--- src/rtl/compfree_sort_core.sv ---
// Comparison-free sorting core: bit-plane candidate filtering over a valid-element mask,
// streaming winners in descending/ascending, unsigned/signed order with top-K and abort.
module compfree_sort_core #(
    parameter int unsigned ELEM_NUM = 8,
    parameter int unsigned DATA_W   = 8,
    parameter int unsigned ADDR_W   = $clog2(ELEM_NUM)
) (
    input  logic                         clk,
    input  logic                         rst,
    input  logic                         load_valid,
    output logic                         load_ready,
    input  logic [ELEM_NUM*DATA_W-1:0]   load_data,
    input  logic                         mode_desc,
    input  logic                         mode_signed,
    input  logic [ADDR_W:0]              top_k,
    input  logic                         flush,
    output logic                         out_valid,
    input  logic                         out_ready,
    output logic [ADDR_W-1:0]            out_addr,
    output logic [DATA_W-1:0]            out_data,
    output logic                         out_last,
    output logic                         busy
);

    localparam int unsigned KW = ADDR_W + 1;

    typedef enum logic {
        S_IDLE,
        S_SORT
    } state_t;

    state_t                             state_q, state_d;
    logic [ELEM_NUM-1:0]                evt_q, evt_d;
    logic [KW-1:0]                      cnt_q, cnt_d;
    logic [KW-1:0]                      k_q, k_d;
    logic                               desc_q, desc_d;
    logic                               sgn_q, sgn_d;
    logic [ELEM_NUM-1:0][DATA_W-1:0]    data_q, data_d;

    logic [ELEM_NUM-1:0]                cand;
    logic [ELEM_NUM-1:0]                hit;
    logic                               want;
    logic [ADDR_W-1:0]                  win;
    logic [KW-1:0]                      k_eff;
    logic                               fire;

    // Bit-plane filter MSB to LSB, then lowest-index priority encode so ties emit in index order.
    always_comb begin
        cand = evt_q;
        hit  = '0;
        want = 1'b0;
        for (int b = int'(DATA_W) - 1; b >= 0; b--) begin
            want = (b == int'(DATA_W) - 1) ? (desc_q ^ sgn_q) : desc_q;
            for (int i = 0; i < int'(ELEM_NUM); i++) begin
                hit[i] = cand[i] & (data_q[i][b] == want);
            end
            if (hit != '0) begin
                cand = hit;
            end
        end
        win = '0;
        for (int i = int'(ELEM_NUM) - 1; i >= 0; i--) begin
            if (cand[i]) begin
                win = ADDR_W'(i);
            end
        end
    end

    // Out-of-range or zero K means a full sort.
    always_comb begin
        k_eff = top_k;
        if ((top_k == '0) || (top_k > KW'(ELEM_NUM))) begin
            k_eff = KW'(ELEM_NUM);
        end
    end

    // Next-state and outputs; flush overrides load and emit.
    always_comb begin
        state_d    = state_q;
        evt_d      = evt_q;
        cnt_d      = cnt_q;
        k_d        = k_q;
        desc_d     = desc_q;
        sgn_d      = sgn_q;
        data_d     = data_q;
        load_ready = (state_q == S_IDLE);
        busy       = (state_q == S_SORT);
        out_valid  = (state_q == S_SORT);
        out_last   = (state_q == S_SORT) && (cnt_q == (k_q - KW'(1)));
        out_addr   = win;
        out_data   = data_q[win];
        fire       = out_valid & out_ready;

        if (flush) begin
            state_d = S_IDLE;
            evt_d   = '0;
            cnt_d   = '0;
        end else begin
            case (state_q)
                S_IDLE: begin
                    if (load_valid) begin
                        data_d  = load_data;
                        desc_d  = mode_desc;
                        sgn_d   = mode_signed;
                        k_d     = k_eff;
                        evt_d   = '1;
                        cnt_d   = '0;
                        state_d = S_SORT;
                    end
                end
                S_SORT: begin
                    if (fire) begin
                        evt_d[win] = 1'b0;
                        cnt_d      = cnt_q + KW'(1);
                        if (out_last) begin
                            state_d = S_IDLE;
                        end
                    end
                end
                default: state_d = S_IDLE;
            endcase
        end
    end

    always_ff @(posedge clk or negedge rst) begin
        if (!rst) begin
            state_q <= S_IDLE;
            evt_q   <= '0;
            cnt_q   <= '0;
            k_q     <= '0;
            desc_q  <= 1'b0;
            sgn_q   <= 1'b0;
            data_q  <= '0;
        end else begin
            state_q <= state_d;
            evt_q   <= evt_d;
            cnt_q   <= cnt_d;
            k_q     <= k_d;
            desc_q  <= desc_d;
            sgn_q   <= sgn_d;
            data_q  <= data_d;
        end
    end

endmodule

--- config.mk ---
export PLATFORM = sky130hd
export DESIGN_NAME = compfree_sort_core
export DESIGN_NICKNAME = d
export VERILOG_FILES = /design/src/rtl/compfree_sort_core.sv
export SDC_FILE = /design/constraint.sdc
export NUM_CORES = 1
export LEC_CHECK = 0
export BUFFER_PORTS_ARGS = -buffer_cell sky130_fd_sc_hd__buf_4
export CAP_MARGIN = 10
export CORE_UTILIZATION = 60
export CTS_CLUSTER_DIAMETER = 40
export DETAILED_ROUTE_END_ITERATION = 8
export HOLD_SLACK_MARGIN = 0.02
export PLACE_DENSITY = 0.82
export SLEW_MARGIN = 20
export SYNTH_ARGS = -nofsm -noshare
export SYNTH_HDL_FRONTEND = slang
export SYNTH_SLANG_ARGS = --single-unit
--- constraint.sdc ---
create_clock -name clk -period 11 [get_ports clk]
set_clock_uncertainty 0.05 [all_clocks]
set_input_delay 2.2 -clock clk [delete_from_list [all_inputs] [get_ports clk]]
set_output_delay 2.2 -clock clk [all_outputs]
set_load 0.05 [all_outputs]
**Word level (Yosys, flattened, before mapping)**

Index checks and enable logic that the tools add are counted.

- Register bits: 83
- Input bits: 75
- Output and inout port bits: 15
- Logic and storage cells: 204

- Add/subtract/negate cells: 2
- $lt $le $gt $ge: 3
- Equal/unequal tests: 67
- Muxes and demuxes: 34
- Bitwise operators: 70
- Reductions and logical operators: 14

Operators by type and width:

| cell | count |
|---|---|
| 8-bit two-way mux | 12 |
| 1-bit AND | 65 |
| 1-bit == test | 64 |
| 8-bit nonzero test | 8 |
| 8-bit binary-select mux with 3-bit select | 1 |
| 3-bit two-way mux | 8 |
| 4-bit two-way mux | 4 |
| 8-bit case mux with 2 select lines | 1 |
| 8-bit AND | 1 |
| 8-bit inverter | 1 |
| 4-bit case mux with 2 select lines | 1 |
| 3-bit by 2-bit != test with 1-bit output (second input constant) | 2 |
| 1-bit two-way mux | 5 |
| 4-bit by 1-bit adder with 4-bit output (second input constant) | 1 |
| 4-bit == test | 1 |
| 4-bit greater-than comparator (second input constant) | 1 |
| 4-bit logical NOT | 1 |
| 3-bit by 4-bit less-than comparator with 1-bit output (second input constant) | 1 |
| 4-bit by 1-bit subtractor with 4-bit output (second input constant) | 1 |
| 1-bit demux with 3-bit select | 1 |
| 3-bit by 1-bit greater-or-equal comparator with 1-bit output (second input constant) | 1 |
| 3-bit AND reduction | 1 |
| 1-bit logical AND | 2 |
| 1-bit inverter | 2 |
| other kinds (4) | 4 |

**Logic depth before layout (Yosys ltp)**

- Depth after elaboration: 43
- Mapped depth: 31
- Depth with buffers taken out: 24

**Worst setup path before layout**

Ideal clock, no wire load.

- Kind: reg-to-output
- Start point: reg desc_q
- End point: out out_data[6]
- Data arrival time: 6.675 ns
- Required time: 8.750 ns
- Path slack: 2.075 ns
- Cell stages (with the launch flop): 30
- Buffers on the path: 5
- Cells stage by stage: dfrtp_1 -> buf_6 -> xor2_1 -> o22ai_1 -> or4_4 -> nand2_2 -> a21oi_1 -> a2bb2oi_1 -> o2111a_1 -> buf_6 -> a21oi_2 -> nand3_2 -> or2_1 -> buf_6 -> a211oi_2 -> nor3_4 -> a2111oi_4 -> and2_1 -> buf_4 -> o221ai_1 -> a221oi_2 -> o221ai_1 -> o21ai_2 -> nor3_2 -> o21ba_2 -> a211o_1 -> o221ai_2 -> buf_2 -> a221oi_1 -> a22oi_1

- Cells in the longest elaborated chain, start to end: 36
- Elaborated cells between the ends (all ways): 155
- Those cells by class: eq/ne (64); mux (18); bitwise (65); reduce/logical (8)

Ends and longest elaborated chain:

| element | RTL line | source |
|---|---|---|
| start, declared | 36 | `logic desc_q, desc_d;` |
| start signal, assigned | 139 | `desc_q <= desc_d;` |
| 1-bit bitwise XOR | - |  |
| 1-bit == test | 55 | `hit[i] = cand[i] & (data_q[i][b] == want);` |
| 1-bit AND | 55 |  |
| 8-bit nonzero test | 57 | `if (hit != '0) begin` |
| 8-bit two-way mux | 57 |  |
| 1-bit AND | 55 |  |
| 8-bit nonzero test | 57 |  |
| 8-bit two-way mux | 57 |  |
| (+14 left out) | - |  |
| 8-bit two-way mux | 57 |  |
| 1-bit AND | 55 |  |
| 8-bit nonzero test | 57 |  |
| 8-bit two-way mux (*) | 57 |  |
| 3-bit two-way mux (7 in a row) | 63 | `if (cand[i]) begin` |
| 3-bit two-way mux (*) | 63 |  |
| 8-bit binary-select mux with 3-bit select (*) | 91 | `out_data = data_q[win];` |
| 8-bit two-way mux (not written as such) (*) | 91 |  |
| end, declared | 20 | `output logic [DATA_W-1:0] out_data,` |

Every way passes the cells marked *; elsewhere a longest branch is shown, timed or not. The select of a mux whose other input is x is not followed.

**Worst setup path after layout**

- Start point: reg desc_q
- End point: out out_data[3]

Same word-level chain as after synthesis.

==> run_results.csv <==
group,metric,value,unit
global_route,grtUsageMet2,60.2,%
die,coreArea,12300,um2
timing,slew_headroom,35.5,%
layout,register_area,2080,um2
drt,drtIter0Drc,1191,
yosys,synth_cell_type_count,101,
drt,viasPerCell,7.12,
layout,final_common_cell,"buf_4",
die,start_util,62.6,%
worst_setup_path,critPathRequiredTime,8.75,ns
yosys,syn_avg_cell_area,8.58,um2
layout,instances_no_fill,1114,
drt,drc,0,
timing,fin_crit_sh,96.8,%
drt,drt_wl_total,25.5,mm
die,dieArea,13300,um2
yosys,synth_flop_cell,"dfrtp_1",
clock_tree,cts_tree,"built",
hold_path,min_to,"k_q[3]",
layout,area.growth.synth_to_final,12.8,%
placed_design,portBuffers,89,
worst_setup_path,worstRegToRegCells,25,
flow_run,maxCapViolCount,0,
placed_design,routabilityCongestion,1.00,
timing,setup_slack,0.355,ns
timing,fmax,93.9,MHz
global_route,grt_usage,39.7,%
yosys,yosysWarnings,0,
power,p_leak,3.44,nW
worst_setup_path,worst-r2r-setup-slack,2.97,ns
placed_design,dpl_cell_area,8320,um2
timing,rsz0062_at_grt,"no",
timing,period_minus_slack,10.64,ns
timing,setup_viol,0,
global_route,grt_overflow_total,0,
hold_path,hold_path.class,"register to register",
worst_setup_path,r2r_end,"evt_q[2]",
placed_design,dp_hpwl,19.1,mm
global_route,grt.met3_usage,5.96,%
yosys,synthCells,895,
yosys,synth_area_leaders,"dfrtp_1, mux2_2, xnor2_1",
drt,vias,7931,
worst_setup_path,end_kind,"output pin",
yosys,seq_area_frac_synth,27.0,%
worst_setup_path,cp-start-kind,"register",
drt,wl_per_cell,22.8,um
global_route,grt_max_degree,85,
timing,hold_viol_final,0,
die,die_x,115,um
global_route,first_global_vias,7315,
timing,finalMaxSlewViolations,0,
clock_tree,cts_resized,0,
drt,dr.pass1.iters,9,
clock_tree,path_clk_slew,0.07,ns
die,die_y,115,um
clock_tree,post_cts_buffers,0,
global_route,antenna_found_initial,0,
power,peakVddDrop,0.437,mV
die,io_pins,90,
yosys,synth-seq-cells,83,
layout,fin_nets,1019,
clock_tree,holdBufCountCts,0,
yosys,synth_edf_count,0,
timing,tightest_slew,0.968,ns
layout,num_antenna_cells,0,
layout,most-common-layout-cells,"buf_4, dfrtp_1, nand2_1",
yosys,syn_nets,972,
worst_setup_path,worstPathArrival,8.39,ns
yosys,synthesis.area,7680,um2
drt,ant_nets,0,
hold_path,hp-start,"k_q[3]",
clock_tree,clock_path_buffers,2,
global_route,grt_pass1_wl,39.9,mm
power,powerDensity,306,nW/um2
die,placementRows,40,
global_route,grt.busiest_layer,"met2",
clock_tree,cts.sinks,83,
layout,drive_gt1_share,24.3,%
clock_tree,htreeDepth,3,
clock_tree,clk-insertion-delay-late,0.35,ns
power,p_total,2.65,mW
yosys,synth_area_leader_cell,"dfrtp_1",
status,status,"complete, no violations",
layout,final_util,70.6,%
timing,hold_slack,0.509,ns
clock_tree,clockRootBuffer,"clkbuf_16",
timing,tns,0,ns
layout,multiInputGateArea,5250,um2
yosys,async_reset_ff_share,100,%
placed_design,place_ws,0.880,ns
layout,final_area,8660,um2
yosys,synth_top_area_share,27.0,%
hold_path,holdPathStages,2,
layout,nFillCells,982,
worst_setup_path,worstSetupPathType,"register to output pin",
clock_tree,cts_inserted_buffers,9,
worst_setup_path,crit_fanout,23,
global_route,grtUsageMet1,57.1,%
placed_design,placed_cells,1099,
worst_setup_path,timing.rr.start,"desc_q",
kinds of logic (layout without fill, tap and decap cells):
logic type | count (synthesis) | after routing | synth area share, %
compound gates | 314 | 314 | 31.7
simple gates | 287 | 287 | 19.5
buf+inv | 88 | 139 | 5.49
flops | 83 | 83 | 27.0
mux | 63 | 63 | 9.12
xor+xnor | 58 | 58 | 6.81
fa+ha+maj | 2 | 2 | 0.326
worst max path at each step:
stage	startpoint	to	slack, ns	cells after the start
5_1_grt	desc_q	out_data[3]	0.04	26
3_5_place_dp	desc_q	out_data[3]	0.88	26
4_1_cts	desc_q	out_data[3]	0.45	26
2_1_floorplan	desc_q	out_data[6]	2.08	29
3_3_place_gp	desc_q	out_data[3]	0.89	26
6_report	desc_q	out_data[3]	0.36	26
power by group:
| part | switching [mW] | internal (mW) |
|---|---|---|
| Combinational | 1.23 | 0.641 |
| Clock | 0.137 | 0.155 |
| Sequential | 0.132 | 0.359 |
| Total | 1.50 | 1.16 |
state kept, by name, indices dropped and copies added, names as in the netlist:
signal  flops
sgn_q       1
cnt_q       4
evt_q       8
data_q     64
busy        1
desc_q      1
k_q         4
layer usage:
metal	routed length, um	vias up
li1	-	3531
met3	2850	81
met4	986	0
met1	10700	3747
met2	11000	572
met5	0	-
synthesized netlist by cell type (6+ instances only):
cell type  instances
a21boi_1           8
mux2i_1            7
buf_2             10
a221oi_1          15
nor4_1             9
o21ai_0           49
nand2_1           68
and3_1            14
nand2b_1          12
o21ai_1            9
nor3_1            25
nor2b_1            7
o22a_1             6
buf_1              9
xor2_1            24
a211oi_1          21
o22ai_1           16
nand4_1           12
a21oi_1           25
mux2_2            55
a22oi_1           21
or3_1              9
a222oi_1           7
xnor2_1           32
o31ai_1            6
buf_6              8
a31oi_1            7
nor2_1            65
and2_1             9
inv_1             22
o21a_1             7
nand3_1           21
a21o_1            11
a211o_1            7
clkbuf_1          33
dfrtp_1           83
o211ai_1          10
cell type report:
type / count / share of cell area (%)
multi-input combinational: 724 / 60.6
clock buffer: 9 / 2.60
timing repair buffer: 101 / 8.75
tap: 168 / 2.43
inverter: 23 / 0.997
sequential: 83 / 24.0
clock inverter: 6 / 0.549
worst max-delay path, cell delays in order, from the launching register on:
cell and delay [ns]:
dfrtp_4 0.62, xor2_1 0.28, o22ai_1 0.32, nor4_2 0.09, nor2_1 0.35, o21ai_0 0.15
a2bb2oi_1 0.43, o2111ai_2 0.39, or3_4 0.54, nand2_2 0.09, or2_1 0.35, o221a_2 0.26
o2111ai_1 0.22, a2111oi_4 0.54, and2_1 0.40, o221ai_1 0.21, a221oi_2 0.40, o221ai_1 0.21
o21ai_2 0.17, nor3_2 0.14, o21ba_2 0.26, a211o_1 0.29, o221ai_2 0.39, buf_4 0.29
a221oi_1 0.07, a22oi_1 0.31, buf_4 0.27
No activity file was read; power rests on OpenSTA's default activity.
